<file path="src/rtl/multicycle_controller.sv">
// multicycle_controller: multicycle MIPS-subset control FSM with memory handshake and watchdog (CTRL_MUL_EN adds op 011100)
module multicycle_controller #(
  parameter int ALUOP_W     = 4,
  parameter int MEM_TIMEOUT = 15
) (
  input  logic               Clk,
  input  logic               Rst,
  input  logic [5:0]         op,
  input  logic [5:0]         func,
  input  logic               Zero,
  input  logic               MemReady,
  output logic               PCWrite,
  output logic               IRWrite,
  output logic               RegDst,
  output logic               RegWrite,
  output logic               ALUSrcA,
  output logic               MemRead,
  output logic               MemWrite,
  output logic               MemtoReg,
  output logic               PCSrc,
  output logic               RegA,
  output logic               RegB,
  output logic [1:0]         ALUSrcB,
  output logic [ALUOP_W-1:0] ALUOp,
  output logic               Illegal,
  output logic               Fault
);
  typedef enum logic [3:0] {
    FETCH, DECODE, EXEC_R, EXEC_I, MEM_ADDR, MEM_RD, MEM_WB, MEM_WR, ALU_WB, BRANCH, TRAP
  } state_t;

  localparam logic [5:0] OP_R    = 6'b000000;
  localparam logic [5:0] OP_MUL  = 6'b011100;
  localparam logic [5:0] OP_ADDI = 6'b001000;
  localparam logic [5:0] OP_ORI  = 6'b001101;
  localparam logic [5:0] OP_LW   = 6'b100011;
  localparam logic [5:0] OP_SW   = 6'b101011;
  localparam logic [5:0] OP_BNE  = 6'b000101;

  state_t     state, nxt;
  logic [7:0] wd_cnt;
  logic [5:0] op_q, func_q;
  logic       illegal_q, fault_q;
  logic       r_ok, mul_ok, wait_st, timeout, shift;
  logic [3:0] r_code, alu;

  assign r_ok = (op == OP_R) &&
    (func inside {6'b100000, 6'b100010, 6'b100100, 6'b100101, 6'b101010, 6'b000000, 6'b000010});
`ifdef CTRL_MUL_EN
  assign mul_ok = (op == OP_MUL) && (func inside {6'b100001, 6'b100000, 6'b000010});
`else
  assign mul_ok = 1'b0;
`endif
  assign wait_st = state inside {FETCH, MEM_RD, MEM_WR};
  assign timeout = wait_st && !MemReady && (wd_cnt == 8'(MEM_TIMEOUT));

  // state, watchdog, latched opcode and sticky error flags
  always_ff @(posedge Clk) begin
    if (Rst) begin
      state     <= FETCH;
      wd_cnt    <= 8'd0;
      op_q      <= 6'd0;
      func_q    <= 6'd0;
      illegal_q <= 1'b0;
      fault_q   <= 1'b0;
    end else begin
      state     <= nxt;
      wd_cnt    <= (nxt != state) ? 8'd0 : wait_st ? wd_cnt + 8'd1 : wd_cnt;
      op_q      <= (state == DECODE) ? op : op_q;
      func_q    <= (state == DECODE) ? func : func_q;
      illegal_q <= illegal_q | ((state == DECODE) && (nxt == TRAP));
      fault_q   <= fault_q | timeout;
    end
  end

  // next-state sequencing; a memory handshake always beats the watchdog
  always_comb begin
    nxt = state;
    case (state)
      FETCH:    nxt = MemReady ? DECODE : timeout ? TRAP : FETCH;
      DECODE:   nxt = (r_ok || mul_ok) ? EXEC_R :
                      (op == OP_ADDI || op == OP_ORI) ? EXEC_I :
                      (op == OP_LW || op == OP_SW) ? MEM_ADDR :
                      (op == OP_BNE) ? BRANCH : TRAP;
      EXEC_R:   nxt = ALU_WB;
      EXEC_I:   nxt = ALU_WB;
      MEM_ADDR: nxt = (op_q == OP_LW) ? MEM_RD : MEM_WR;
      MEM_RD:   nxt = MemReady ? MEM_WB : timeout ? TRAP : MEM_RD;
      MEM_WR:   nxt = MemReady ? FETCH : timeout ? TRAP : MEM_WR;
      MEM_WB:   nxt = FETCH;
      ALU_WB:   nxt = FETCH;
      BRANCH:   nxt = FETCH;
      default:  nxt = TRAP;
    endcase
  end

  // ALU function for R-type and multiply-group instructions from the latched fields
  always_comb begin
    shift  = (op_q == OP_R) && (func_q == 6'b000000 || func_q == 6'b000010);
    r_code = (op_q == OP_MUL) ? (func_q == 6'b100001 ? 4'b1011 :
                                 func_q == 6'b100000 ? 4'b1100 : 4'b0010) :
             func_q == 6'b100010 ? 4'b0001 :
             func_q == 6'b100100 ? 4'b0011 :
             func_q == 6'b100101 ? 4'b0100 :
             func_q == 6'b101010 ? 4'b0101 :
             func_q == 6'b000000 ? 4'b1000 :
             func_q == 6'b000010 ? 4'b1001 : 4'b0000;
  end

  // datapath controls; everything held low while reset is asserted
  always_comb begin
    PCWrite  = 1'b0;
    IRWrite  = 1'b0;
    RegDst   = 1'b0;
    RegWrite = 1'b0;
    ALUSrcA  = 1'b0;
    MemRead  = 1'b0;
    MemWrite = 1'b0;
    MemtoReg = 1'b0;
    PCSrc    = 1'b0;
    RegA     = 1'b0;
    RegB     = 1'b0;
    ALUSrcB  = 2'b00;
    alu      = 4'b0000;
    if (!Rst)
      case (state)
        FETCH:    begin MemRead = 1'b1; ALUSrcB = 2'b01; PCWrite = MemReady; IRWrite = MemReady; end
        DECODE:   ALUSrcB = 2'b11;
        EXEC_R:   begin ALUSrcA = 1'b1; alu = r_code; RegA = shift; RegB = shift; end
        EXEC_I:   begin ALUSrcA = 1'b1; ALUSrcB = 2'b10; alu = (op_q == OP_ORI) ? 4'b0100 : 4'b0000; end
        MEM_ADDR: begin ALUSrcA = 1'b1; ALUSrcB = 2'b10; end
        MEM_RD:   MemRead = 1'b1;
        MEM_WB:   RegWrite = 1'b1;
        MEM_WR:   MemWrite = 1'b1;
        ALU_WB:   begin RegWrite = 1'b1; MemtoReg = 1'b1; RegDst = (op_q == OP_R) || (op_q == OP_MUL); end
        BRANCH:   begin ALUSrcA = 1'b1; alu = 4'b0111; PCWrite = !Zero; PCSrc = 1'b1; end
        default:  ;
      endcase
    ALUOp   = ALUOP_W'(alu);
    Illegal = illegal_q & !Rst;
    Fault   = fault_q & !Rst;
  end
endmodule

</file>
<file path="config.mk">
export PLATFORM = sky130hd
export DESIGN_NAME = multicycle_controller
export DESIGN_NICKNAME = d
export VERILOG_FILES = /design/src/rtl/multicycle_controller.sv
export SDC_FILE = /design/constraint.sdc
export NUM_CORES = 1
export LEC_CHECK = 0
export CAP_MARGIN = 20
export CORE_ASPECT_RATIO = 1.1
export CORE_MARGIN = 5
export CORE_UTILIZATION = 35
export DETAILED_ROUTE_END_ITERATION = 8
export PLACE_DENSITY = 0.63
export SLEW_MARGIN = 20
export SYNTH_ARGS = -nofsm -noshare
export SYNTH_HDL_FRONTEND = slang
export SYNTH_SLANG_ARGS = --single-unit
</file>
<file path="constraint.sdc">
create_clock -name Clk -period 5.85 [get_ports Clk]
set_input_delay 0.585 -clock Clk [delete_from_list [all_inputs] [get_ports Clk]]
set_output_delay 0.585 -clock Clk [all_outputs]
set_load 0.01 [all_outputs]
</file>
Yosys cells after proc, flatten, opt, wreduce, memory -nomap -nowiden
Cells that the tools add are included.
{"block": "totals", "register_bits": 26, "latch_bits": 0, "ramBits": 0, "mem_bits_ro": 0, "in_bits": 16, "out_inout_bits": 19, "elab_cells": 116, "n_memories": 0}
{"block": "classes", "add_sub_neg": 1, "multipliers": 0, "div": 0, "n_lt_le_gt_ge": 0, "n_eq_ne": 33, "shifts": 0, "muxes": 46, "n_bitwise": 4, "n_reduce_logical": 26}
{"cell": "$eq A6 B6 Y1 const B", "count": 14}
{"cell": "$mux W4", "count": 19}
{"cell": "$pmux W4 S7", "count": 1}
{"cell": "$logic_not A6 Y1", "count": 4}
{"cell": "$mux W1", "count": 19}
{"cell": "$eq A6 B4 Y1 const B", "count": 3}
{"cell": "$eq A4 B3 Y1 const B", "count": 4}
{"cell": "$eq A4 B4 Y1 const B", "count": 3}
{"cell": "$eq A6 B2 Y1 const B", "count": 2}
{"cell": "$pmux W4 S3", "count": 1}
{"cell": "$reduce_or A2 Y1", "count": 5}
{"cell": "$add A8 B1 Y8 const B", "count": 1}
{"cell": "$eq A4 B2 Y1 const B", "count": 2}
{"cell": "$eq A8 B4 Y1 const B", "count": 1}
{"cell": "$reduce_bool A7 Y1", "count": 1}
{"cell": "$eq A6 B3 Y1 const B", "count": 1}
{"cell": "$eq A6 B5 Y1 const B", "count": 1}
{"cell": "$mux W2", "count": 3}
{"cell": "$pmux W2 S3", "count": 1}
{"cell": "$logic_and A1 B1 Y1", "count": 5}
{"cell": "$eq A4 B1 Y1 const B", "count": 1}
{"cell": "$logic_not A4 Y1", "count": 1}
{"cell": "$logic_or A1 B1 Y1", "count": 4}
{"cell": "$ne A4 B4 Y1", "count": 1}
{"cell": "8 further kinds", "count": 12}

Depth between registers and ports, before layout
{"block": "depth", "ltp_word": 10, "depth_mapped": 6, "ltp_nobuf": 6}

Least setup slack after synthesis
No wires, ideal clock.
{"block": "synth_path", "path_kind": "reg-to-output", "start": "reg state[2]", "end": "out RegB", "arrival_ns": 1.797, "required_time_ns": 5.265, "setup_slack_ns": 3.468, "stages_incl_launch_ff": 7, "n_path_buf": 3, "path_cell_list": "dfxtp_1 > clkbuf_1 > buf_1 > nor2_1 > nand3b_1 > nor4bb_1 > buf_4"}
{"block": "synth_between", "elab_chain_cells": 3}
{"item": "start, declared", "line_no": "40", "source": "state_t state, nxt;"}
{"item": "start signal, assigned", "line_no": "67", "source": "state <= nxt;"}
{"item": "$eq A4 B2 Y1"}
{"item": "$mux W1 (2 in series)"}
{"item": "end, declared", "line_no": "22", "source": "output logic RegB,"}
Every way passes these cells.

Worst setup path in the final report
{"block": "layout_path", "start": "in Rst", "end": "out RegB"}
{"block": "layout_between", "elab_chain_cells": 1}
{"item": "start, declared", "line_no": "7", "source": "input logic Rst,"}
{"item": "$mux W1", "line_no": "125", "source": "if (!Rst)"}
Every way passes these cells.

==> results.sh <==
export IMPL_status="complete, no violations"
export IMPL_syn_to_final_growth_pct=24.4
export IMPL_swShare_pct=28.5
export IMPL_critical_path_max_stage_delay_ns=0.60
export IMPL_critPathSlowestCell="clkdlybuf4s50_1"
export IMPL_syn_area_sq_um=1770
export IMPL_crit_path_cell_trace="clkdlybuf4s50_1 > buf_4 > nor2_1 > nand3b_1 > nor4bb_1 > clkdlybuf4s50_1"
export IMPL_start_util_pct=35.6
export IMPL_ir_drop_mv=0.104
export IMPL_p_int_w=0.000331
export IMPL_routed_wl_um=4340
export IMPL_crit_type="in -> out"
export IMPL_min_period_ns=3.20
export IMPL_fmax_ghz=0.313
export IMPL_synth_cell_type_count=55
export IMPL_ant_nets=0
export IMPL_fin_skew_ns=0.00857
export IMPL_fin_crit_sh_pct=54.6
export IMPL_place_inst=310
export IMPL_finalSetupViolCount=0
export IMPL_clk_pin_slew_ns=0.09
export IMPL_postSynthCellCount=231
export IMPL_worst_slew_pin_slew_ns=0.967
export IMPL_syn_avg_cell_area_sq_um=7.65
export IMPL_grt_pass1_wl_um=7460
export IMPL_fin_util_pct=44.3
export IMPL_synth_fp_nets=248
export IMPL_place_gp_congestion=0.784
export IMPL_cts_sinks=26
export IMPL_finalHoldViolCount=0
export IMPL_rsz0062_at_grt="false"
export IMPL_cp_top_family="buffers and inverters"
export IMPL_vias=1735
export IMPL_drc_errors=0
export IMPL_first_pass_iters=4
export IMPL_p_leak_nw=0.734
export IMPL_hold_ws_ns=0.463
export IMPL_stdcell_count=314
export IMPL_yosysTopAreaCell="dfxtp_1"
export IMPL_synth_seq_area_share_pct=29.4
export IMPL_ys_warn_count=0
export IMPL_synthSimpleGateAreaFrac_pct=37.7
export IMPL_arrival_ns=2.61
export IMPL_final_max_slew_violation_count=0
export IMPL_clockBufferDepth=2
export IMPL_dp_worst_setup_slack_ns=2.65
export IMPL_wl_per_cell_um=13.8
export IMPL_layout_commonest_cell="clkdlybuf4s50_1"
export IMPL_grt_pass1_vias=1659
export IMPL_maxCapViolCount=0
export IMPL_synthMuxAreaShare_pct=3.47
export IMPL_path_common_cell="clkdlybuf4s50_1"
export IMPL_seqPwrFrac_pct=43.7
export IMPL_fp_dieH_um=84.5
export IMPL_clkLatencyLatePin_ns=0.27
export IMPL_htreeDepth=1
export IMPL_synth_edf_count=0
export IMPL_tritoncts="done"
export IMPL_numPortBuffers=34
export IMPL_antenna_found_initial=0
export IMPL_grt_max_degree=30
export IMPL_p_sw_w=0.000132
export IMPL_synth_top_area_share_pct=29.4
export IMPL_dpl_hpwl_um=3230
export IMPL_worstPathMaxFanout=29
export IMPL_final_layout_size_suffix_gt1_share_pct=4.30
export IMPL_crit_buf_inv=3
export IMPL_grt_usage_pct=13.4
export IMPL_worstSetupStartpointType="input pin"
export IMPL_cts_resized=0
export IMPL_grt_ovfl_total=0
export IMPL_pwr_share_comb_pct=24.1
export IMPL_hp_class="reg -> reg"
export IMPL_core_area_sq_um=4970
export IMPL_synthAdderAreaFrac_pct=0.708
export IMPL_cts_buffers=3
export IMPL_dieWidth_um=77.8
export IMPL_synth_xor_area_share_pct=4.46
export IMPL_dieArea_sq_um=6570
export IMPL_synth_ff_type="dfxtp_1"
export IMPL_cp_required_ns=5.27
export IMPL_worstSetupEndpointType="output pin"
export IMPL_async_flop_share_pct=0
export IMPL_final_cell_mix="clkdlybuf4s50_1 (34), nand2_1 (28), dfxtp_1 (26)"
export IMPL_ys_ff_latch=26
export IMPL_num_antenna_cells=0
export IMPL_viasPerCell=5.53
export IMPL_finalWorstSetupSlack_ns=2.65
export IMPL_io_pin_count=35
export IMPL_fillers=516
export IMPL_clock_root_buffer="clkbuf_8"
export IMPL_fin_nets=274
export IMPL_row_count=27
export IMPL_cts_hold_buf=0
export IMPL_fin_setup_tns_ns=0
export IMPL_clkPwrFrac_pct=32.1
export IMPL_p_per_area_nw_per_um2=210
export IMPL_synth_compound_area_share_pct=19.8
export IMPL_ys_top_cells_by_area="dfxtp_1 (29%), nand2_1 (5.9%), a21oi_1 (5.4%), nor4_1 (5.3%), nor2_1 (3.8%)"
export IMPL_drt_iter0_drc=142
export IMPL_slew_headroom_pct=35.3
export IMPL_post_cts_buffers=0
export IMPL_synth_top_family_by_area="simple AND/OR/NAND/NOR gates"
==> synth_stat cells, types with 3 or more instances <==
cell type / number
dfxtp_1: 26
clkbuf_1: 8
a211oi_1: 3
xor2_1: 4
or4_1: 3
buf_2: 3
nand2_1: 28
nor4_1: 15
xnor2_1: 5
and3_1: 4
nand4_1: 3
nor3_1: 8
or3_1: 4
inv_1: 4
nand2b_1: 6
mux2i_1: 5
nor2_1: 18
nand3_1: 4
o21ai_0: 9
nor2b_1: 4
a21oi_1: 19
o21ai_1: 4
nand3b_1: 6
==> power groups by stage <==
stage | Clock (W) | Sequential [W] | Combinational [W]
3_3_place_gp | 0 | 0.000206 | 0.000112
4_1_cts | 0.000154 | 0.000202 | 0.000112
6_report | 0.000149 | 0.000202 | 0.000112
3_5_place_dp | 0 | 0.000206 | 0.000112
2_1_floorplan | 0 | 0.000197 | 0.0000793
5_1_grt | 0.000165 | 0.000205 | 0.000123
==> through the flow <==
step / instance area, sq um / power, W
6_report: 2200 / 0.000463
5_1_grt: 2200 / 0.000493
4_1_cts: 2200 / 0.000469
3_5_place_dp: 2130 / 0.000318
3_3_place_gp: 2130 / 0.000318
2_1_floorplan: 1770 / 0.000276
==> kinds of logic (layout without fill, tap and decap cells) <==
group / Yosys count / count (layout)
mux: 6 / 6
simple gates: 117 / 117
flops: 26 / 26
fa+ha+maj: 1 / 1
buf+inv: 19 / 44
xor+xnor: 9 / 9
compound gates: 53 / 53
==> worst min-delay path, cell delays in order (launching register included) <==
cell and delay, ns:
dfxtp_1 0.31, inv_1 0.06, a21oi_1 0.05
==> final timing paths <==
kind / from / endpoint / slack [ns] / depth (start not counted)
max: Rst / RegB / 2.65 / 6
min: fault_q$_SDFF_PP0_ / fault_q$_SDFF_PP0_ / 0.46 / 2
max reg2reg: state[0]$_SDFF_PP0_ / state[3]$_SDFF_PP0_ / 3.09 / 4
min reg2reg: fault_q$_SDFF_PP0_ / fault_q$_SDFF_PP0_ / 0.46 / 2
==> area by class of cell <==
class	count	area [sq um]	area share (%)
Clock buffer	3	41.3	1.88
Inverter	5	18.8	0.853
Sequential cell	26	520	23.7
Tap cell	58	72.6	3.30
Timing Repair Buffer	35	348	15.8
Multi-Input combinational cell	186	1170	53.1
Clock inverter	1	30.0	1.37
==> metal layers <==
metal  GRT usage, %  vias up  share of wire, %
met2           23.2       25                47
li1               -      904                 -
met3           2.25        5               3.9
met4           4.06        0               1.1
met1           16.8      801                48
met5              0        -                 0
==> sequential cells by signal (all words and copies together) (netlist names) <==
signal	cells
illegal_q	1
wd_cnt	8
func_q	6
op_q	6
state	4
fault_q	1
Power figures use the tool's default switching activity.
